===== src/rtl/instruction_fetch.sv =====
`default_nettype none
// ============================================================================
// Module   : instruction_fetch
// Purpose  : Program counter and fetch stage in front of the program ROM.
//            Drives the ROM address/enable, captures the combinational
//            opcode/operand into an instruction register, and offers it
//            downstream over a valid/ready handshake. Accepts redirects
//            from execute plus start/halt control.
// Ports    : clk, rst_n                 - clock, async active-low reset
//            start, halt_req            - run control
//            redirect_valid/_pc         - control-flow redirect (flushes)
//            rom_addr, rom_enable       - ROM request (rom_addr == PC)
//            rom_opcode, rom_operand    - ROM response (combinational)
//            instr_valid/_ready         - downstream handshake
//            instr_opcode/_operand/_pc  - captured instruction
//            halted                     - FSM is in HALTED
// Config   : FETCH_HALT_DETECT_EN - when defined, fetching HALT_OPCODE
//            presents it and then stops in HALTED with PC on that address.
// Revision : 1.0 - initial release
// ============================================================================
module instruction_fetch #(
  parameter int                      DATA_WIDTH  = 16,
  parameter logic [DATA_WIDTH-1:0]   RESET_PC    = 16'h0000,
  parameter logic [DATA_WIDTH-1:0]   HALT_OPCODE = 16'hFFFF
) (
  input  logic                  clk,
  input  logic                  rst_n,
  input  logic                  start,
  input  logic                  halt_req,
  input  logic                  redirect_valid,
  input  logic [DATA_WIDTH-1:0] redirect_pc,
  output logic [DATA_WIDTH-1:0] rom_addr,
  output logic                  rom_enable,
  input  logic [DATA_WIDTH-1:0] rom_opcode,
  input  logic [DATA_WIDTH-1:0] rom_operand,
  output logic                  instr_valid,
  input  logic                  instr_ready,
  output logic [DATA_WIDTH-1:0] instr_opcode,
  output logic [DATA_WIDTH-1:0] instr_operand,
  output logic [DATA_WIDTH-1:0] instr_pc,
  output logic                  halted
);

`ifdef FETCH_HALT_DETECT_EN
  localparam bit c_halt_detect = 1'b1;
`else
  localparam bit c_halt_detect = 1'b0;
`endif

  typedef enum logic [1:0] {
    S_IDLE   = 2'd0,
    S_RUN    = 2'd1,
    S_HALTED = 2'd2
  } state_t;

  state_t                r_state;
  state_t                w_state_next;
  logic [DATA_WIDTH-1:0] r_pc;
  logic                  r_valid;
  logic [DATA_WIDTH-1:0] r_opcode;
  logic [DATA_WIDTH-1:0] r_operand;
  logic [DATA_WIDTH-1:0] r_instr_pc;

  logic                  w_fetch;
  logic                  w_halt_hit;

  // A fetch needs the ROM enabled (RUN), no stop/redirect this cycle, and
  // room in the instruction register (empty or being consumed now).
  assign w_fetch = (r_state == S_RUN) && !halt_req && !redirect_valid &&
                   (!r_valid || instr_ready);

  // Self-halt: the halt opcode is still presented, but fetching stops on it.
  assign w_halt_hit = c_halt_detect && w_fetch && (rom_opcode == HALT_OPCODE);

  // --------------------------------------------------------------------------
  // FSM: state register
  // --------------------------------------------------------------------------
  always_ff @(posedge clk or negedge rst_n) begin
    if (!rst_n) begin
      r_state <= S_IDLE;
    end else begin
      r_state <= w_state_next;
    end
  end

  // --------------------------------------------------------------------------
  // FSM: next state. A redirect does not block a simultaneous halt_req or
  // start; both the redirect and the state change take effect.
  // --------------------------------------------------------------------------
  always_comb begin
    w_state_next = r_state;
    case (r_state)
      S_IDLE, S_HALTED: begin
        if (start) begin
          w_state_next = S_RUN;
        end
      end
      S_RUN: begin
        if (halt_req || w_halt_hit) begin
          w_state_next = S_HALTED;
        end
      end
      default: w_state_next = S_IDLE;
    endcase
  end

  // --------------------------------------------------------------------------
  // Program counter
  // --------------------------------------------------------------------------
  always_ff @(posedge clk or negedge rst_n) begin
    if (!rst_n) begin
      r_pc <= RESET_PC;
    end else if (redirect_valid) begin
      r_pc <= redirect_pc;
    end else if (w_fetch && !w_halt_hit) begin
      r_pc <= r_pc + DATA_WIDTH'(1);  // wraps modulo 2^DATA_WIDTH
    end
  end

  // --------------------------------------------------------------------------
  // Instruction register and valid flag. Redirect flushes regardless of
  // instr_ready; instr_* contents are simply left as they were.
  // --------------------------------------------------------------------------
  always_ff @(posedge clk or negedge rst_n) begin
    if (!rst_n) begin
      r_valid    <= 1'b0;
      r_opcode   <= '0;
      r_operand  <= '0;
      r_instr_pc <= '0;
    end else if (redirect_valid) begin
      r_valid <= 1'b0;
    end else if (w_fetch) begin
      r_valid    <= 1'b1;
      r_opcode   <= rom_opcode;
      r_operand  <= rom_operand;
      r_instr_pc <= r_pc;
    end else if (instr_ready) begin
      r_valid <= 1'b0;
    end
  end

  assign rom_addr      = r_pc;
  assign rom_enable    = (r_state == S_RUN);
  assign halted        = (r_state == S_HALTED);
  assign instr_valid   = r_valid;
  assign instr_opcode  = r_opcode;
  assign instr_operand = r_operand;
  assign instr_pc      = r_instr_pc;

endmodule
`default_nettype wire


===== config.mk =====
export PLATFORM = sky130hd
export DESIGN_NAME = instruction_fetch
export DESIGN_NICKNAME = d
export VERILOG_FILES = /design/src/rtl/instruction_fetch.sv
export SDC_FILE = /design/constraint.sdc
export NUM_CORES = 1
export LEC_CHECK = 0
export ABC_AREA = 1
export CORE_MARGIN = 8
export CORE_UTILIZATION = 40
export DETAILED_ROUTE_END_ITERATION = 10
export PLACE_DENSITY = 0.77
export SLEW_MARGIN = 25
export SYNTH_ARGS = -nofsm -noshare
export SYNTH_HDL_FRONTEND = slang
export SYNTH_SLANG_ARGS = --single-unit
export TNS_END_PERCENT = 30

===== constraint.sdc =====
create_clock -name clk -period 1.16 [get_ports clk]
set_input_delay 0.232 -clock clk [delete_from_list [all_inputs] [get_ports clk]]
set_output_delay 0.232 -clock clk [all_outputs]
set_load 0.01 [all_outputs]

==> metrics.yaml, run 1 <==
viasPerCell: 4.77
grt_setup_unrepaired: "yes"
final_nets: 625
core_mm2: 0.00765
ys.flop_type: "dfrtp_1"
clk_pin_slew_ps: 80
startpoint: "r_state[1]"
synth_fp_nets: 430
cp-start-kind: "flip-flop"
drtPass1Iterations: 4
clk_path_buf_depth: 2
synth_simple_gate_area_share_pct: 30.1
yosys_register_bits: 67
cts_buffers: 9
finalSetupViolCount: 69
clock-sinks: 67
final_max_slew_viol_count: 0
tightest_slew_ps: 354
r2r_cells: 9
dieArea_mm2: 0.0109
worstPathRequired_ps: 1410
cp_num_cells: 9
max_freq_mhz: 707
critical-path-max-stage-delay_ps: 380
grt_max_degree: 68
irDropWorstVdd_uv: 817
grt_pass1_vias: 3207
grt_pass1_wl_um: 16400
end_kind: "flip-flop"
synth_xor_area_share_pct: 1.12
violations: "negative setup slack"
synth_cell_type_count: 27
fin_ws_ps: -255
synth_warnings: 0
power_density_mw_per_mm2: 2060
finalHoldViolCount: 0
finClkSkew_ps: 9.37
ys_seq_area_share_pct: 53.7
cts_tree: "done"
yosys-top-cells-area: "dfrtp_1 54%, nand2_1 21%, o21ai_2 3.9%"
max_cap_viol_count: 0
htreeDepth: 3
endpoint: "rom_addr[7]"
rr_endpoint: "rom_addr[7]"
synth_edf_count: 0
yosys.area.top_type: "dfrtp_1"
port_buffers: 120
post_dp_cell_area_mm2: 0.00472
layout_min_cycle_time_ps: 1420
cts_root_buf: "clkbuf_8"
relSlewSlack_pct: 76.4
grtUsageTotal_pct: 18.9
rr_startpoint: "r_state[1]"
crit_chain: "inv_2 -> nand2_4 -> nor2_4 -> nand3_4 -> buf_6 -> clkinv_8 -> buf_12 -> nand3_2 -> o211ai_1"
critical_path_buf_inv_count: 4
nFillCells: 569
rrSetupSlack_ps: -260
antenna_found_initial: 0
syn_to_final_growth_pct: 70.6
synth_common_cells: "171 x nand2_1, 67 x dfrtp_1, 25 x inv_1, 23 x nand3_1, 18 x nor2_1"
drive_above_1_share_pct: 41.2
synth.most_common_cell: "nand2_1"
final_antenna_net_count: 0
drcViolationCount: 0
status: "complete, but fails checks"
worstHoldPathType: "in2reg"
cp_top_family: "buffers and inverters"
dp_hpwl_um: 6700
synth_area_mm2: 0.00312
die_height_um: 104
async_flop_share_pct: 100
muxShareOfSynthArea_pct: 0
p_leak_nw: 2.78
synth_compound_area_share_pct: 7.33
worstSetupPathType: "reg2reg"
fp.dieW_um: 104
cp_slowest_cell: "dfrtp_1"
rows: 32
worstPathMaxFanout: 6
worstHoldPathCells: 3
clkLatencyLatePin_ps: 350
routedWlPerCell_um: 15.9
synthCells: 375
start_util_pct: 40.9
cp.arrival_ps: 1670
fin_util_pct: 69.7
design_area_mm2: 0.00533
synth_top_family_by_area: "simple AND/OR/NAND/NOR gates"
period_share_pct: 122
synthAdderAreaFrac_pct: 0.400
diodes: 0
dr_total_vias: 3229
synth_top_area_share_pct: 53.7
hold_start: "rom_opcode[6]"
fin_tns_setup_ps: -12320
gp_congestion: 0.854
io_pins: 121
avgSynthCellArea_um2: 8.33
holdWs_ps: 413
grt.overflow.total: 0
routed_wl_um: 10800
drt_iter0_drc: 169
-- logic make-up (layout without fill, tap and decap cells) --
| family | after synthesis | after routing |
|---|---|---|
| simple gates | 228 | 228 |
| fa+ha+maj | 1 | 1 |
| compound gates | 32 | 32 |
| flops | 67 | 67 |
| xor+xnor | 4 | 4 |
| buf+inv | 43 | 243 |
-- area by class of cell --
type | instances | area, um^2 | area share (%)
Sequential cell | 67 | 1690 | 31.6
Clock inverter | 6 | 136 | 2.56
Tap cell | 102 | 128 | 2.39
Inverter | 29 | 129 | 2.42
Timing Repair Buffer | 198 | 1720 | 32.3
Multi-Input combinational cell | 265 | 1400 | 26.2
Clock buffer | 10 | 138 | 2.58
-- metal layers --
layer | GRT usage [%] | wire length [um]
met2 | 30.6 | 5240
met1 | 23.2 | 4630
met5 | 0 | 0
met4 | 6.83 | 259
met3 | 5.45 | 647
-- how the worst min path moves through the flow --
| stage | endpoint |
|---|---|
| 2_1_floorplan | instr_opcode[0] |
| 3_3_place_gp | instr_opcode[3] |
| 3_5_place_dp | instr_opcode[2] |
| 4_1_cts | instr_opcode[5] |
| 5_1_grt | instr_opcode[9] |
| 6_report | instr_opcode[6] |
-- cells in the final DEF (no fill, tap or decap), types with 4 or more instances in the layout --
cell,instances
buf_6,14
buf_16,4
buf_12,5
buf_2,58
clkbuf_8,10
nand3_1,18
nand3_2,5
nand2_2,22
o21ai_2,15
nor2_1,14
dfrtp_1,60
nand2_4,8
nand2_1,146
bufinv_16,4
inv_1,24
xor2_1,4
buf_4,60
dfrtp_2,7
o21ai_1,5
nor2_2,6
clkdlybuf4s50_1,52
-- what timing repair did --
action | in CTS | in global routing
setup buffers | 27 | 5
hold buffers | 1 | 0
pin swaps | 5 | 16
resized for setup | 297 | 43
setup endpoints to repair | 130 | 80
endpoints found under the hold margin | 67 | 0
gates cloned | 4 | 3
-- flip-flops by register name (all words and copies together) (netlist names) --
name,flops
rom_addr,16
instr_pc,16
instr_operand,16
instr_valid,1
instr_opcode,16
r_state,2
-- tightest hold or removal path: cells and delay by family --
| family | cells | cell delay (ps) |
|---|---|---|
| buffers and inverters | 1 | 390 |
| and+or+nand+nor | 2 | 100 |
-- report_power, final --
part | switching, W | leakage (nW) | internal (W)
clock | 0.000948 | 0.133 | 0.00171
combinational | 0.00228 | 1.83 | 0.00226
sequential | 0.000531 | 0.823 | 0.00324
-- metrics by stage --
| stage | instances | setup slack, ps | power [W] |
|---|---|---|---|
| CTS | 671 | -181 | 0.0108 |
| finish | 677 | -255 | 0.0110 |
| detailed placement | 623 | -419 | 0.00848 |
| global route | 677 | -308 | 0.0116 |
| floorplan | 375 | -102 | 0.00557 |
| global placement | 623 | -390 | 0.00836 |
Note: power is estimated with default switching activity, not from simulation.
==> run 2: changes to the inputs <==
--- a/config.mk
+++ b/config.mk
@@ -5,11 +5,11 @@
 export SDC_FILE = /design/constraint.sdc
 export NUM_CORES = 1
 export LEC_CHECK = 0
-export ABC_AREA = 1
+export ABC_AREA = 0
 export CORE_MARGIN = 8
-export CORE_UTILIZATION = 40
+export CORE_UTILIZATION = 38
 export DETAILED_ROUTE_END_ITERATION = 10
-export PLACE_DENSITY = 0.77
+export PLACE_DENSITY = 0.76
 export SLEW_MARGIN = 25
 export SYNTH_ARGS = -nofsm -noshare
 export SYNTH_HDL_FRONTEND = slang
==> metrics.yaml, run 2 <==
status: "complete, but fails checks"
final_common_cell: "dfrtp_1"
p_sw_w: 0.00301
synth_fp_nets: 279
synth.most_common_cell: "dfrtp_1"
relSlewSlack_pct: 76.3
irDropWorstVdd_uv: 1050
period_share_pct: 157
max_freq_mhz: 550
layout_min_cycle_time_ps: 1820
dp_hpwl_um: 6130
diodes: 0
rows: 31
max_cap_viol_count: 0
cp.arrival_ps: 2090
p_leak_nw: 2.26
cp-start-kind: "flip-flop"
power_density_mw_per_mm2: 2010
ys.flop_type: "dfrtp_1"
avgSynthCellArea_um2: 12.8
routedWlPerCell_um: 17.8
gp_congestion: 0.779
nFillCells: 570
synth_warnings: 0
p_seq_share_pct: 37.4
yosys_register_bits: 67
drcViolationCount: 0
synthCells: 224
yosys.area.top_type: "dfrtp_1"
tightest_slew_ps: 356
worstPathRequired_ps: 1440
grt_pass1_wl_um: 13800
finalPower_w: 0.00999
cts_buffers: 9
worstHoldPathType: "in2async"
fin_ws_ps: -658
grt.overflow.total: 0
drive_above_1_share_pct: 48.8
final_nets: 460
port_buffers: 120
multiInputGateArea_mm2: 0.00133
synth_cell_type_count: 38
regArea_mm2: 0.00168
cts_root_buf: "clkbuf_8"
clk_pin_slew_ps: 80
viasPerCell: 4.95
fp.dieW_um: 103
async_flop_share_pct: 100
synth_edf_count: 0
die_height_um: 103
clock_power_share_pct: 24.1
design_area_mm2: 0.00497
grt_max_degree: 68
violations: "negative setup slack"
grt_pass1_vias: 2723
clk_path_buf_depth: 2
drt_iter0_drc: 87
syn_to_final_growth_pct: 73.2
finalHoldViolCount: 0
final_max_slew_viol_count: 0
worstSetupPathType: "reg2reg"
dieArea_mm2: 0.0106
antenna_found_initial: 0
end_kind: "flip-flop"
yosys-top-cells-area: "dfrtp_1 58%, mux2_1 12%, mux2_2 6.7%"
grtUsageTotal_pct: 16.8
synth_common_cells: "67 x dfrtp_1, 31 x mux2_1, 17 x mux2_2, 12 x nand2_1, 11 x nor2_1"
routed_wl_um: 9060
ys_seq_area_share_pct: 58.4
fin_tns_setup_ps: -36730
io_pins: 121
grt_setup_unrepaired: "yes"
dr_total_vias: 2520
drtPass1Iterations: 4
synth_top_area_share_pct: 58.4
post_dp_cell_area_mm2: 0.00456
htreeDepth: 3
worstPathMaxFanout: 8
share_comb_of_total_power_pct: 38.5
core_mm2: 0.00729
p_int_w: 0.00698
cts_tree: "done"
switching_share_pct: 30.1
final_antenna_net_count: 0
synth_area_mm2: 0.00287
start_util_pct: 39.4
final_cell_mix: "67 x dfrtp_1, 52 x clkdlybuf4s50_1, 52 x buf_2, 35 x buf_6, 33 x buf_4"
finalSetupViolCount: 84
clkLatencyLatePin_ps: 340
clock-sinks: 67
finClkSkew_ps: 9.57
==> run 2: cell types whose count changed after synthesis, sizes merged, moves of 12 or more <==
cell | previous run | this run
mux2 | 0 | 48
inv | 29 | 4
nand2 | 176 | 12
nor2 | 23 | 11
o21ai | 23 | 10
nand3 | 25 | 6
==> run 2: path summary, 6_finish.rpt <==
check,slack (ps),cells after the start,to,startpoint
max in group asynchronous,430,3,instr_opcode[6],rst_n
worst max-delay path,-660,5,rom_addr[14],rom_addr[0]
worst min register to register,480,1,instr_operand[12],instr_operand[12]
worst max register to register,-660,5,rom_addr[14],rom_addr[0]
min in group clk,440,3,rom_addr[4],redirect_pc[4]
worst min-delay path,430,3,instr_pc[10],rst_n
==> run 2: metal layers <==
| metal | routed length, um | GRT usage (%) | up-vias |
|---|---|---|---|
| met5 | 0 | 0 | - |
| met4 | 138 | 7.23 | 0 |
| met3 | 637 | 4.46 | 11 |
| met2 | 4520 | 29.2 | 87 |
| met1 | 3770 | 19.0 | 1248 |
| li1 | - | - | 1174 |
==> run 2: logic make-up (layout without fill, tap and decap cells) <==
group | after synthesis | count (layout) | share of synthesized area, %
flops | 67 | 67 | 58.4
xor+xnor | 4 | 4 | 1.22
simple gates | 60 | 60 | 12.3
buf+inv | 15 | 201 | 2.40
compound gates | 28 | 28 | 6.06
fa+ha+maj | 1 | 1 | 0.436
mux | 49 | 49 | 19.2
==> run 2: layout make-up <==
cell class | instances | share of cell area (%)
multi-input cells | 142 | 26.7
flip-flops and latches | 67 | 33.7
clock buffers | 10 | 2.77
clock inverters | 6 | 2.24
repair buffers | 180 | 31.7
well taps | 99 | 2.49
inverters | 5 | 0.377
==> run 2: power groups by stage <==
stage / Sequential (W) / Clock, W / Combinational, W
6_report: 0.00374 / 0.00241 / 0.00385
3_5_place_dp: 0.00376 / 0 / 0.00404
4_1_cts: 0.00370 / 0.00248 / 0.00342
2_1_floorplan: 0.00420 / 0 / 0.000916
5_1_grt: 0.00387 / 0.00256 / 0.00413
3_3_place_gp: 0.00370 / 0 / 0.00393
==> run 2: stage by stage <==
step           utilization (%)  hold WS [ps]  setup slack [ps]  std cells
2_1_floorplan                -         -63.6              -754        224
3_3_place_gp              62.5           282              -925        481
3_5_place_dp              62.5           284              -949        481
4_1_cts                   65.4           433              -639        504
5_1_grt                   68.2           460              -718        509
6_report                  68.2           426              -658        509
==> run 2: worst max-delay path, cell delays in order (launching register included) <==
cell       delay, ps
dfrtp_1          420
ha_4             170
nand4bb_4        110
or4b_4           540
or4_1            420
nand3_1          100
==> run 2: repair_timing <==
item | CTS | global route
endpoints found under the hold margin | 67 | 0
pin swaps | 11 | 6
gates resized for setup | 317 | 42
setup buffers | 5 | 4
hold buffers | 1 | 0
gates cloned | 1 | 2
endpoints found under the setup margin | 133 | 85
